### config.mk
export PLATFORM = sky130hd
export DESIGN_NAME = pma_lookup_seq
export DESIGN_NICKNAME = d
export VERILOG_FILES = /design/src/rtl/config_pkg.sv /design/src/rtl/pma_lookup_seq.sv
export SDC_FILE = /design/constraint.sdc
export NUM_CORES = 1
export LEC_CHECK = 0
export CAP_MARGIN = 30
export CORE_MARGIN = 2
export CORE_UTILIZATION = 20
export DETAILED_ROUTE_END_ITERATION = 12
export GPL_TIMING_DRIVEN = 0
export PLACE_DENSITY = 0.85
export SETUP_SLACK_MARGIN = 0.05
export SYNTH_ARGS = -nofsm -noshare
export SYNTH_HDL_FRONTEND = slang
export SYNTH_SLANG_ARGS = --single-unit
### constraint.sdc
create_clock -name clk_i -period 1.31 [get_ports clk_i]
set_input_delay 0.131 -clock clk_i [delete_from_list [all_inputs] [get_ports clk_i]]
set_output_delay 0.131 -clock clk_i [all_outputs]
set_load 0.03 [all_outputs]
### src/rtl/config_pkg.sv
// Configuration package for the PMA lookup sequencer.
// It provides the subset of the core configuration that describes the
// physical memory attribute rule tables.
// Contents:
//   NrMaxRules     - capacity of every rule table
//   cva6_cfg_t     - rule counts plus base/length tables for three region kinds
//   cva6_cfg_empty - configuration with every table empty
package config_pkg;

    localparam int unsigned NrMaxRules = 16;

    typedef struct packed {
        int unsigned                    NrNonIdempotentRules;
        logic [NrMaxRules-1:0][63:0]    NonIdempotentAddrBase;
        logic [NrMaxRules-1:0][63:0]    NonIdempotentLength;
        int unsigned                    NrExecuteRegionRules;
        logic [NrMaxRules-1:0][63:0]    ExecuteRegionAddrBase;
        logic [NrMaxRules-1:0][63:0]    ExecuteRegionLength;
        int unsigned                    NrCachedRegionRules;
        logic [NrMaxRules-1:0][63:0]    CachedRegionAddrBase;
        logic [NrMaxRules-1:0][63:0]    CachedRegionLength;
    } cva6_cfg_t;

    localparam cva6_cfg_t cva6_cfg_empty = '0;

endpackage

### src/rtl/pma_lookup_seq.sv
// Sequential physical-memory-attribute lookup.
// A request address is latched, then the three rule tables are scanned one
// rule index per cycle; the accumulated region matches are returned as a
// single response held until the consumer takes it.
// Ports:
//   clk_i, rst_ni           - clock, asynchronous active-low reset
//   flush_i                 - abandon a scan in progress (no response)
//   req_valid_i/req_ready_o - request handshake, req_addr_i is the address
//   rsp_valid_o/rsp_ready_i - response handshake
//   rsp_nonidem_o/rsp_exec_o/rsp_cached_o - region attributes, 0 when idle
module pma_lookup_seq #(
    parameter config_pkg::cva6_cfg_t CVA6Cfg = config_pkg::cva6_cfg_empty
) (
    input  logic        clk_i,
    input  logic        rst_ni,
    input  logic        flush_i,
    input  logic        req_valid_i,
    output logic        req_ready_o,
    input  logic [63:0] req_addr_i,
    output logic        rsp_valid_o,
    input  logic        rsp_ready_i,
    output logic        rsp_nonidem_o,
    output logic        rsp_exec_o,
    output logic        rsp_cached_o
);

    function automatic int unsigned clamp_rules(input int unsigned n);
        return (n > config_pkg::NrMaxRules) ? config_pkg::NrMaxRules : n;
    endfunction

    // Region test in 65 bits so a region ending exactly at 2^64 cannot wrap.
    function automatic logic in_range(input logic [63:0] addr,
                                      input logic [63:0] base,
                                      input logic [63:0] len);
        logic [64:0] top;
        top = {1'b0, base} + {1'b0, len};
        return ({1'b0, addr} >= {1'b0, base}) && ({1'b0, addr} < top);
    endfunction

    localparam int unsigned NI_CNT_I = clamp_rules(CVA6Cfg.NrNonIdempotentRules);
    localparam int unsigned EX_CNT_I = clamp_rules(CVA6Cfg.NrExecuteRegionRules);
    localparam int unsigned CA_CNT_I = clamp_rules(CVA6Cfg.NrCachedRegionRules);
    localparam int unsigned N_MAX_A  = (NI_CNT_I > EX_CNT_I) ? NI_CNT_I : EX_CNT_I;
    localparam int unsigned N_RULES  = (N_MAX_A > CA_CNT_I) ? N_MAX_A : CA_CNT_I;

    localparam logic [4:0] NI_CNT   = 5'(NI_CNT_I);
    localparam logic [4:0] EX_CNT   = 5'(EX_CNT_I);
    localparam logic [4:0] CA_CNT   = 5'(CA_CNT_I);
    // With no rules the scan still lasts exactly one cycle at index 0.
    localparam logic [3:0] LAST_IDX = (N_RULES == 0) ? 4'd0 : 4'(N_RULES - 1);

    typedef enum logic [1:0] {
        IDLE = 2'd0,
        SCAN = 2'd1,
        RESP = 2'd2
    } state_e;

    state_e      state_r;
    logic [3:0]  idx_r;
    logic [63:0] addr_r;
    logic [2:0]  flags_r;      // {nonidem, exec, cached}
    logic        req_ready_r;
    logic        rsp_valid_r;
    logic [2:0]  rsp_attr_r;
    logic [2:0]  hit_s;
    logic [2:0]  flags_next_s;

    // Range checks of the rule at the current index, masked by each table's size.
    always_comb begin
        hit_s = 3'b000;
        if ({1'b0, idx_r} < NI_CNT) begin
            hit_s[2] = in_range(addr_r, CVA6Cfg.NonIdempotentAddrBase[idx_r],
                                CVA6Cfg.NonIdempotentLength[idx_r]);
        end else begin
            hit_s[2] = 1'b0;
        end
        if ({1'b0, idx_r} < EX_CNT) begin
            hit_s[1] = in_range(addr_r, CVA6Cfg.ExecuteRegionAddrBase[idx_r],
                                CVA6Cfg.ExecuteRegionLength[idx_r]);
        end else begin
            hit_s[1] = 1'b0;
        end
        if ({1'b0, idx_r} < CA_CNT) begin
            hit_s[0] = in_range(addr_r, CVA6Cfg.CachedRegionAddrBase[idx_r],
                                CVA6Cfg.CachedRegionLength[idx_r]);
        end else begin
            hit_s[0] = 1'b0;
        end
        flags_next_s = flags_r | hit_s;
    end

    // Lookup FSM with registered handshake and attribute outputs.
    always_ff @(posedge clk_i or negedge rst_ni) begin
        if (!rst_ni) begin
            state_r     <= IDLE;
            idx_r       <= 4'd0;
            addr_r      <= 64'd0;
            flags_r     <= 3'b000;
            req_ready_r <= 1'b1;
            rsp_valid_r <= 1'b0;
            rsp_attr_r  <= 3'b000;
        end else begin
            case (state_r)
                IDLE: begin
                    if (req_valid_i) begin
                        addr_r      <= req_addr_i;
                        idx_r       <= 4'd0;
                        flags_r     <= 3'b000;
                        req_ready_r <= 1'b0;
                        state_r     <= SCAN;
                    end else begin
                        req_ready_r <= 1'b1;
                    end
                end
                SCAN: begin
                    if (flush_i) begin
                        idx_r       <= 4'd0;
                        flags_r     <= 3'b000;
                        req_ready_r <= 1'b1;
                        state_r     <= IDLE;
                    end else begin
                        flags_r <= flags_next_s;
                        idx_r   <= idx_r + 4'd1;
                        if (idx_r == LAST_IDX) begin
                            // Final rule folded in directly so the response
                            // carries this cycle's match as well.
                            rsp_attr_r  <= flags_next_s;
                            rsp_valid_r <= 1'b1;
                            state_r     <= RESP;
                        end else begin
                            state_r <= SCAN;
                        end
                    end
                end
                RESP: begin
                    if (rsp_ready_i) begin
                        rsp_valid_r <= 1'b0;
                        rsp_attr_r  <= 3'b000;
                        req_ready_r <= 1'b1;
                        state_r     <= IDLE;
                    end else begin
                        state_r <= RESP;
                    end
                end
                default: begin
                    idx_r       <= 4'd0;
                    flags_r     <= 3'b000;
                    req_ready_r <= 1'b1;
                    rsp_valid_r <= 1'b0;
                    rsp_attr_r  <= 3'b000;
                    state_r     <= IDLE;
                end
            endcase
        end
    end

    assign req_ready_o   = req_ready_r;
    assign rsp_valid_o   = rsp_valid_r;
    assign rsp_nonidem_o = rsp_attr_r[2];
    assign rsp_exec_o    = rsp_attr_r[1];
    assign rsp_cached_o  = rsp_attr_r[0];

endmodule

==> summary.md, run 1 <==
| Metric | Value |
|---|---|
| Initial DRC count | `13` |
| Post-Syn Area per Cell | `10.2 sq um` |
| H-Tree Depth | `1` |
| TritonCTS buffer count | `3` |
| Leading area contributor after synthesis | `dfrtp_1` |
| CTS clock-pin slew for the worst setup and hold paths | `0.06 ns` |
| Total Power | `1.03 mW` |
| Num rows | `16` |
| Most common cell in the netlist | `dfrtp_1` |
| Worst Path Class, Setup | `flip-flop to primary output` |
| Hold buffers post-CTS | `0` |
| Clock Power Share | `19.4%` |
| Area of the core | `between 2000 and 2500 sq um` |
| FF-to-FF End | `state_r[0]$_DFFE_PN0P_` |
| Synth top area cells | `dfrtp_1, dfstp_2, ha_1, buf_4, a22o_2` |
| Stages on the worst setup path | `1` |
| Vias per Instance | `between 3 and 4` |
| Fin crit period | `around 1.2 ns` |
| Worst Setup SP | `req_ready_o$_DFFE_PN1P_` |
| Endpoints failing setup | `0` |
| Setup Fix Bufs, Post-CTS | `0` |
| FF-to-FF Start | `idx_r[0]$_DFFE_PN0P_` |
| CP Capture Type | `primary output` |
| Clk sinks | `8` |
| Critical path's largest stage delay | `0.53 ns` |
| CTS tree | `done` |
| Worst path cell trace | `clkdlybuf4s15_2` |
| Die area | `around 2500 sq um` |
| Unrepaired setup endpoints after global routing | `false` |
| Layout cells sized above 1 | `24.1%` |
| Fill cells | `218` |
| Die height | `between 50 and 60 um` |
| Leak | `about 0.27 nW` |
| Sequential fraction of the synthesis area | `roughly 47%` |
| Pin count of the biggest net entering global routing | `9` |
| Post-synthesis async set-or-reset flop share | `between 90% and 100%` |
| Layout Nets | `126` |
| # diodes | `0` |
| DRC viols | `0` |
| Crit-path leading delay family | `flip-flops` |
| Horiz. Die Dim | `50.3 um` |
| Comb pwr share | `37.8%` |
| MaxCap Viol Count | `0` |
| Max clock buf depth | `2` |
| Total GRT Usage | `7.26%` |
| CP arrival | `between 1 and 1.5 ns` |
| Tcrit/Tclk final | `approximately nine tenths` |
| Final Cell Area | `557 sq um` |
| Buf+Inv Stages, Crit Path | `1` |
| Vias in the first global route | `314` |
| Switching Fraction | `a little under two fifths` |
| P_int | `636 uW` |
| P_sw | `between 300 and 400 uW` |
| IO Pins | `74` |
| PortBufs | `6` |
| Worst-case reg-to-reg path depth | `4` |
| Cts repair resizes | `4` |
| Slowest CP cell | `dfstp_2` |
| Layout area overhead | `29.7%` |
| Clk Latency, worst-skew pair | `~0.26 ns` |
| Initial antenna violation count | `0` |
| Remaining Overflow, GRT | `0` |
| Placed wire-length estimate | `a little under 600 um` |
| Most frequent cells after synthesis | `dfrtp_1, nand2_1, inv_1, nor2_1, buf_4` |
| Synth cell types | `20` |
| VDD IR max | `roughly 0.00074 V` |
| Post-Route WL | `between 700 and 800 um` |
| DR vias | `roughly 310` |
| Most used DFF post-synth | `dfrtp_1` |
| Clock skew | `0.0145 ns` |
| Post-Route Utilization | `approximately 28%` |
| Worst setup SP type | `flip-flop` |
| Power density over the cells | `~1900 nW/um^2` |
| Routed len/inst | `9.36 um` |
| RePlAce Congestion | `0.733` |
| Flop2flop setup slack | `roughly 0.19 ns` |
| Min-delay worst type | `input port to asynchronous set/reset pin` |
| ANT nets after route | `0` |
| EDFF count, synth | `0` |
| Placed inst area | `roughly 530 sq um` |
| YS warnings | `0` |
| Synthesized flop and latch total | `8` |
| Synth top area share | `about two fifths` |
| Worst EP required | `1.18 ns` |
| Hold Slack | `around 0.15 ns` |
| Setup crit end | `req_ready_o` |
| Hold Violations, Final | `0` |
| Initial Util | `between 20 and 25%` |
| Pre-antenna DRT Iters | `4` |
| Slew Viols, Final | `0` |
| Netlist Area Pre-Place | `429 sq um` |
| First-pass GRT wire length | `~1.3 mm` |
| CP max FO | `3` |
| Synthesized instance count | `42` |
| Flop pwr share | `a little over two fifths` |
| Fmax | `833 MHz` |
| Status | `completed` |
| Clk root buf | `clkbuf_4` |
state kept, by name, indices dropped and copies added, names as in the netlist:
name	cells
rsp_valid_o	1
state_r	2
idx_r	4
req_ready_o	1
per-layer routing:
| metal | track usage, % | share of wire, % | vias up |
|---|---|---|---|
| met4 | 5.41 | 0 | 0 |
| met3 | 4.46 | 8.8 | 0 |
| li1 | - | - | 158 |
| met2 | 11.8 | 48 | 10 |
| met5 | 0 | 0 | - |
| met1 | 6.47 | 43 | 141 |
stage by stage:
step	instances	setup slack [ns]	TNS (ns)
final	81	0.109	0
after global routing	81	0.0648	0
after CTS	81	0.0945	0
after detailed placement	77	-0.00667	-0.00667
after global placement	77	0.00410	0
after floorplan	44	0.271	0
cell families (layout without fill, tap and decap cells):
logic type,Yosys count,count (layout),synth area share (%)
AND/OR/NAND/NOR,13,13,16.6
AO/OA/AOI/OAI,8,8,14.3
flip-flops,8,8,46.9
buffers and inverters,7,17,8.74
adder cells (fa/ha/maj),2,2,5.83
XOR/XNOR,2,2,4.08
other,1,3,0.874
multiplexers,1,1,2.62
power groups by stage:
stage	clock network (mW)	logic, mW	registers (mW)
finish	0.200	0.390	0.442
global route	0.223	0.439	0.458
CTS	0.211	0.395	0.444
detailed placement	0	0.408	0.449
global placement	0	0.394	0.438
floorplan	0	0.228	0.491
worst min path at each step:
stage / cells past startpoint / to / startpoint
after floorplan: 0 / idx_r[0]$_DFFE_PN0P_ / rst_ni
after global placement: 1 / state_r[0]$_DFFE_PN0P_ / rst_ni
after detailed placement: 1 / state_r[0]$_DFFE_PN0P_ / rst_ni
after CTS: 1 / state_r[0]$_DFFE_PN0P_ / rst_ni
after global routing: 1 / state_r[0]$_DFFE_PN0P_ / rst_ni
final: 1 / idx_r[2]$_DFFE_PN0P_ / rst_ni
worst register-to-register path: cells and delay by family, from the launching register on:
family                   cells  cell delay [ns]
adder cells (fa/ha/maj)      1             0.21
flip-flops                   1             0.40
buffers and inverters        1             0.06
AO/OA/AOI/OAI                2             0.37
layout make-up:
class | instances | area (sq um) | area share, %
buffer | 3 | 22.5 | 4.04
clock buffer | 4 | 26.3 | 4.72
inverter | 4 | 15.0 | 2.70
multi-input combinational | 29 | 198 | 35.5
sequential | 8 | 201 | 36.2
tap | 27 | 33.8 | 6.07
timing repair buffer | 6 | 60.1 | 10.8
placed cells by master (no fill, tap or decap):
| cell | netlist | final |
|---|---|---|
| dfrtp_1 | 7 | 7 |
| nand2_1 | 5 | 5 |
| inv_1 | 4 | 4 |
| nor2_1 | 4 | 4 |
| clkdlybuf4s50_1 | 0 | 4 |
| buf_4 | 3 | 3 |
| conb_1 | 1 | 3 |
| clkbuf_4 | 0 | 3 |
| nand3_1 | 2 | 2 |
| a22o_2 | 2 | 2 |
| a21oi_1 | 2 | 2 |
| ha_1 | 2 | 2 |
| nor3b_4 | 1 | 1 |
| nor2b_2 | 1 | 1 |
| xnor2_1 | 1 | 1 |
| xor2_1 | 1 | 1 |
| a22o_1 | 1 | 1 |
| a2bb2oi_1 | 1 | 1 |
| o21ai_0 | 1 | 1 |
| mux2_2 | 1 | 1 |
| a211o_1 | 1 | 1 |
| clkbuf_1 | 0 | 1 |
| clkdlybuf4s15_2 | 0 | 1 |
| dlygate4sd2_1 | 0 | 1 |
| dfstp_2 | 1 | 1 |
No activity file was read; power rests on OpenSTA's default activity.
==> inputs of run 2 (changes only) <==
--- a/config.mk
+++ b/config.mk
@@ -10,7 +10,7 @@
 export CORE_UTILIZATION = 20
 export DETAILED_ROUTE_END_ITERATION = 12
 export GPL_TIMING_DRIVEN = 0
-export PLACE_DENSITY = 0.85
+export PLACE_DENSITY = 0.77
 export SETUP_SLACK_MARGIN = 0.05
 export SYNTH_ARGS = -nofsm -noshare
 export SYNTH_HDL_FRONTEND = slang
==> run 2 against run 1 <==
- first-iteration DRC count is 77% lower
- maximum frequency hardly changed
- non-clock buffer count is the same
- highest routed layer is now met4
- largest power group unchanged
- sequential share of layout area unchanged
- utilization did not move
- clock-buffer cell count unchanged
- setup slack worse by 0.0011 ns
==> summary.md, run 2 (same netlist as run 1, synthesis figures left out) <==
| Metric | Value |
|---|---|
| Post-Route Utilization | `27.8% (unchanged)` |
| Clk sinks | `8 (unchanged)` |
| RePlAce Congestion | `0.710 (-3.2%)` |
| Clk Latency, worst-skew pair | `0.25 ns (about the same)` |
| Initial DRC count | `3 (-10)` |
| CP arrival | `1.07 ns (about the same)` |
| PortBufs | `6 (unchanged)` |
| Most flops, register | `idx_r` |
| Pre-antenna DRT Iters | `3 (-1)` |
| Final cell count without fillers | `81 (unchanged)` |
| Total GRT Usage | `6.37% (-0.89 points)` |
| MaxCap Viol Count | `0 (unchanged)` |
| Most common cell after layout, fill and taps aside | `dfrtp_1` |
| Setup Fix Bufs, Post-CTS | `0 (unchanged)` |
| H-Tree Depth | `1 (unchanged)` |
| ANT nets after route | `0 (unchanged)` |
| Max reg flops | `4 (unchanged)` |
| Post-Route WL | `647 um (-15%)` |
| Area of the core | `2000 sq um (unchanged)` |
| Layout area overhead | `29.7% (unchanged)` |
| DRC viols | `0 (unchanged)` |
| Buf+Inv Stages, Crit Path | `1 (unchanged)` |
| Min-delay worst type | `input port to asynchronous set/reset pin` |
| Status | `completed` |
| Power density over the cells | `1830 nW/um^2 (-1.5%)` |
| Horiz. Die Dim | `50.3 um (unchanged)` |
| Endpoints failing setup | `0 (unchanged)` |
| Max clock buf depth | `2 (unchanged)` |
| Pin count of the biggest net entering global routing | `9 (unchanged)` |
| Final Cell Area | `557 sq um (unchanged)` |
| Initial Util | `21.4% (unchanged)` |
| TritonCTS buffer count | `3 (unchanged)` |
| Slowest CP cell | `dfstp_2` |
| # diodes | `0 (unchanged)` |
| Layout cells sized above 1 | `24.1% (unchanged)` |
| Die area | `2530 sq um (unchanged)` |
| Worst Path Class, Setup | `flip-flop to primary output` |
| Slew Viols, Final | `0 (unchanged)` |
| Fill cells | `219 (+0.46%)` |
| Clock skew | `0.00316 ns (-0.0113 ns)` |
| Remaining Overflow, GRT | `0 (unchanged)` |
| Biggest regs | `idx_r (4), state_r (2)` |
| Layout Nets | `126 (unchanged)` |
| Worst setup SP type | `flip-flop` |
| Vias in the first global route | `283 (-9.9%)` |
| IO Pins | `74 (unchanged)` |
| VDD IR max | `0.000497 V (-33%)` |
| CTS tree | `done` |
| Tcrit/Tclk final | `91.7% (about the same)` |
| DR vias | `302 (-2.3%)` |
| First-pass GRT wire length | `1.12 mm (-14%)` |
| Routed len/inst | `7.99 um (-15%)` |
| Worst EP required | `1.18 ns (about the same)` |
| Fmax | `832 MHz (about the same)` |
| Leak | `0.270 nW (unchanged)` |
| Clk root buf | `clkbuf_4` |
| Vias per Instance | `3.73 (-2.3%)` |
| Placed inst area | `531 sq um (unchanged)` |
| Num rows | `16 (unchanged)` |
| Fin crit period | `1.20 ns (+0.00108 ns)` |
| Initial antenna violation count | `0 (unchanged)` |
| Placed wire-length estimate | `508 um (-12%)` |
| CP Capture Type | `primary output` |
| Crit-path leading delay family | `flip-flops` |
| Area taken by multi-input logic gates | `198 sq um (unchanged)` |
| Sequential cell area | `201 sq um (unchanged)` |
| Setup ws final | `0.108 ns (-0.00108 ns)` |
| # placed instances | `77 (unchanged)` |
| Most frequent cells in the layout | `dfrtp_1, nand2_1, inv_1, nor2_1, clkdlybuf4s50_1` |
| Die height | `50.3 um (unchanged)` |
| Critical path's largest stage delay | `0.53 ns (about the same)` |
| Pre-CTS WS | `-0.00217 ns (+0.00451 ns)` |
| Worst path cell trace | `clkdlybuf4s15_2` |
| Hold Violations, Final | `0 (unchanged)` |
| CP max FO | `3 (unchanged)` |
| CTS clock-pin slew for the worst setup and hold paths | `0.05 ns (about the same)` |
| Unrepaired setup endpoints after global routing | `false` |
run 2: where the power goes:
part | total [mW] | internal, mW | leakage, nW | switching, mW
clock network | 0.195 | 0.116 | 0.0150 | 0.0789
registers | 0.439 | 0.343 | 0.103 | 0.0959
logic | 0.383 | 0.176 | 0.152 | 0.207
run 2: final cells by class:
class / count / area share, %
sequential: 8 / 36.2
multi-input combinational: 29 / 35.5
timing repair buffer: 6 / 10.8
tap: 27 / 6.07
clock buffer: 4 / 4.72
buffer: 3 / 4.04
inverter: 4 / 2.70
run 2: metal layers:
metal / global-route usage (%) / wire [um] / share of wire (%)
met4: 5.41 / 14 / 2.2
met5: 0 / 0 / 0
met3: 3.57 / 72 / 11
met1: 6.61 / 302 / 47
met2: 9.21 / 258 / 40
run 2: path summary, 6_finish.rpt:
| kind | startpoint | endpoint | slack [ns] | cells past startpoint |
|---|---|---|---|---|
| min | rst_ni | idx_r[2]$_DFFE_PN0P_ | 0.16 | 1 |
| min in group clk_i | rsp_valid_o$_DFFE_PN0P_ | rsp_valid_o$_DFFE_PN0P_ | 0.47 | 2 |
| min reg2reg | rsp_valid_o$_DFFE_PN0P_ | rsp_valid_o$_DFFE_PN0P_ | 0.47 | 2 |
| max reg2reg | idx_r[0]$_DFFE_PN0P_ | state_r[0]$_DFFE_PN0P_ | 0.21 | 4 |
| max in group asynchronous | rst_ni | req_ready_o$_DFFE_PN1P_ | 0.84 | 1 |
| max | req_ready_o$_DFFE_PN1P_ | req_ready_o | 0.11 | 1 |
run 2: timing repair:
action	4_1_cts	5_1_grt
hold buffers	0	0
resized for setup	4	0
endpoints found under the setup margin	2	0
hold endpoints to repair	0	0
run 2: per-stage QoR:
stage | setup TNS (ns) | total power [mW] | hold WS (ns)
floorplan | 0 | 0.719 | -0.165
global placement | 0 | 0.833 | 0.425
detailed placement | -0.00217 | 0.849 | 0.435
CTS | 0 | 1.03 | 0.163
global route | 0 | 1.11 | 0.178
finish | 0 | 1.02 | 0.161
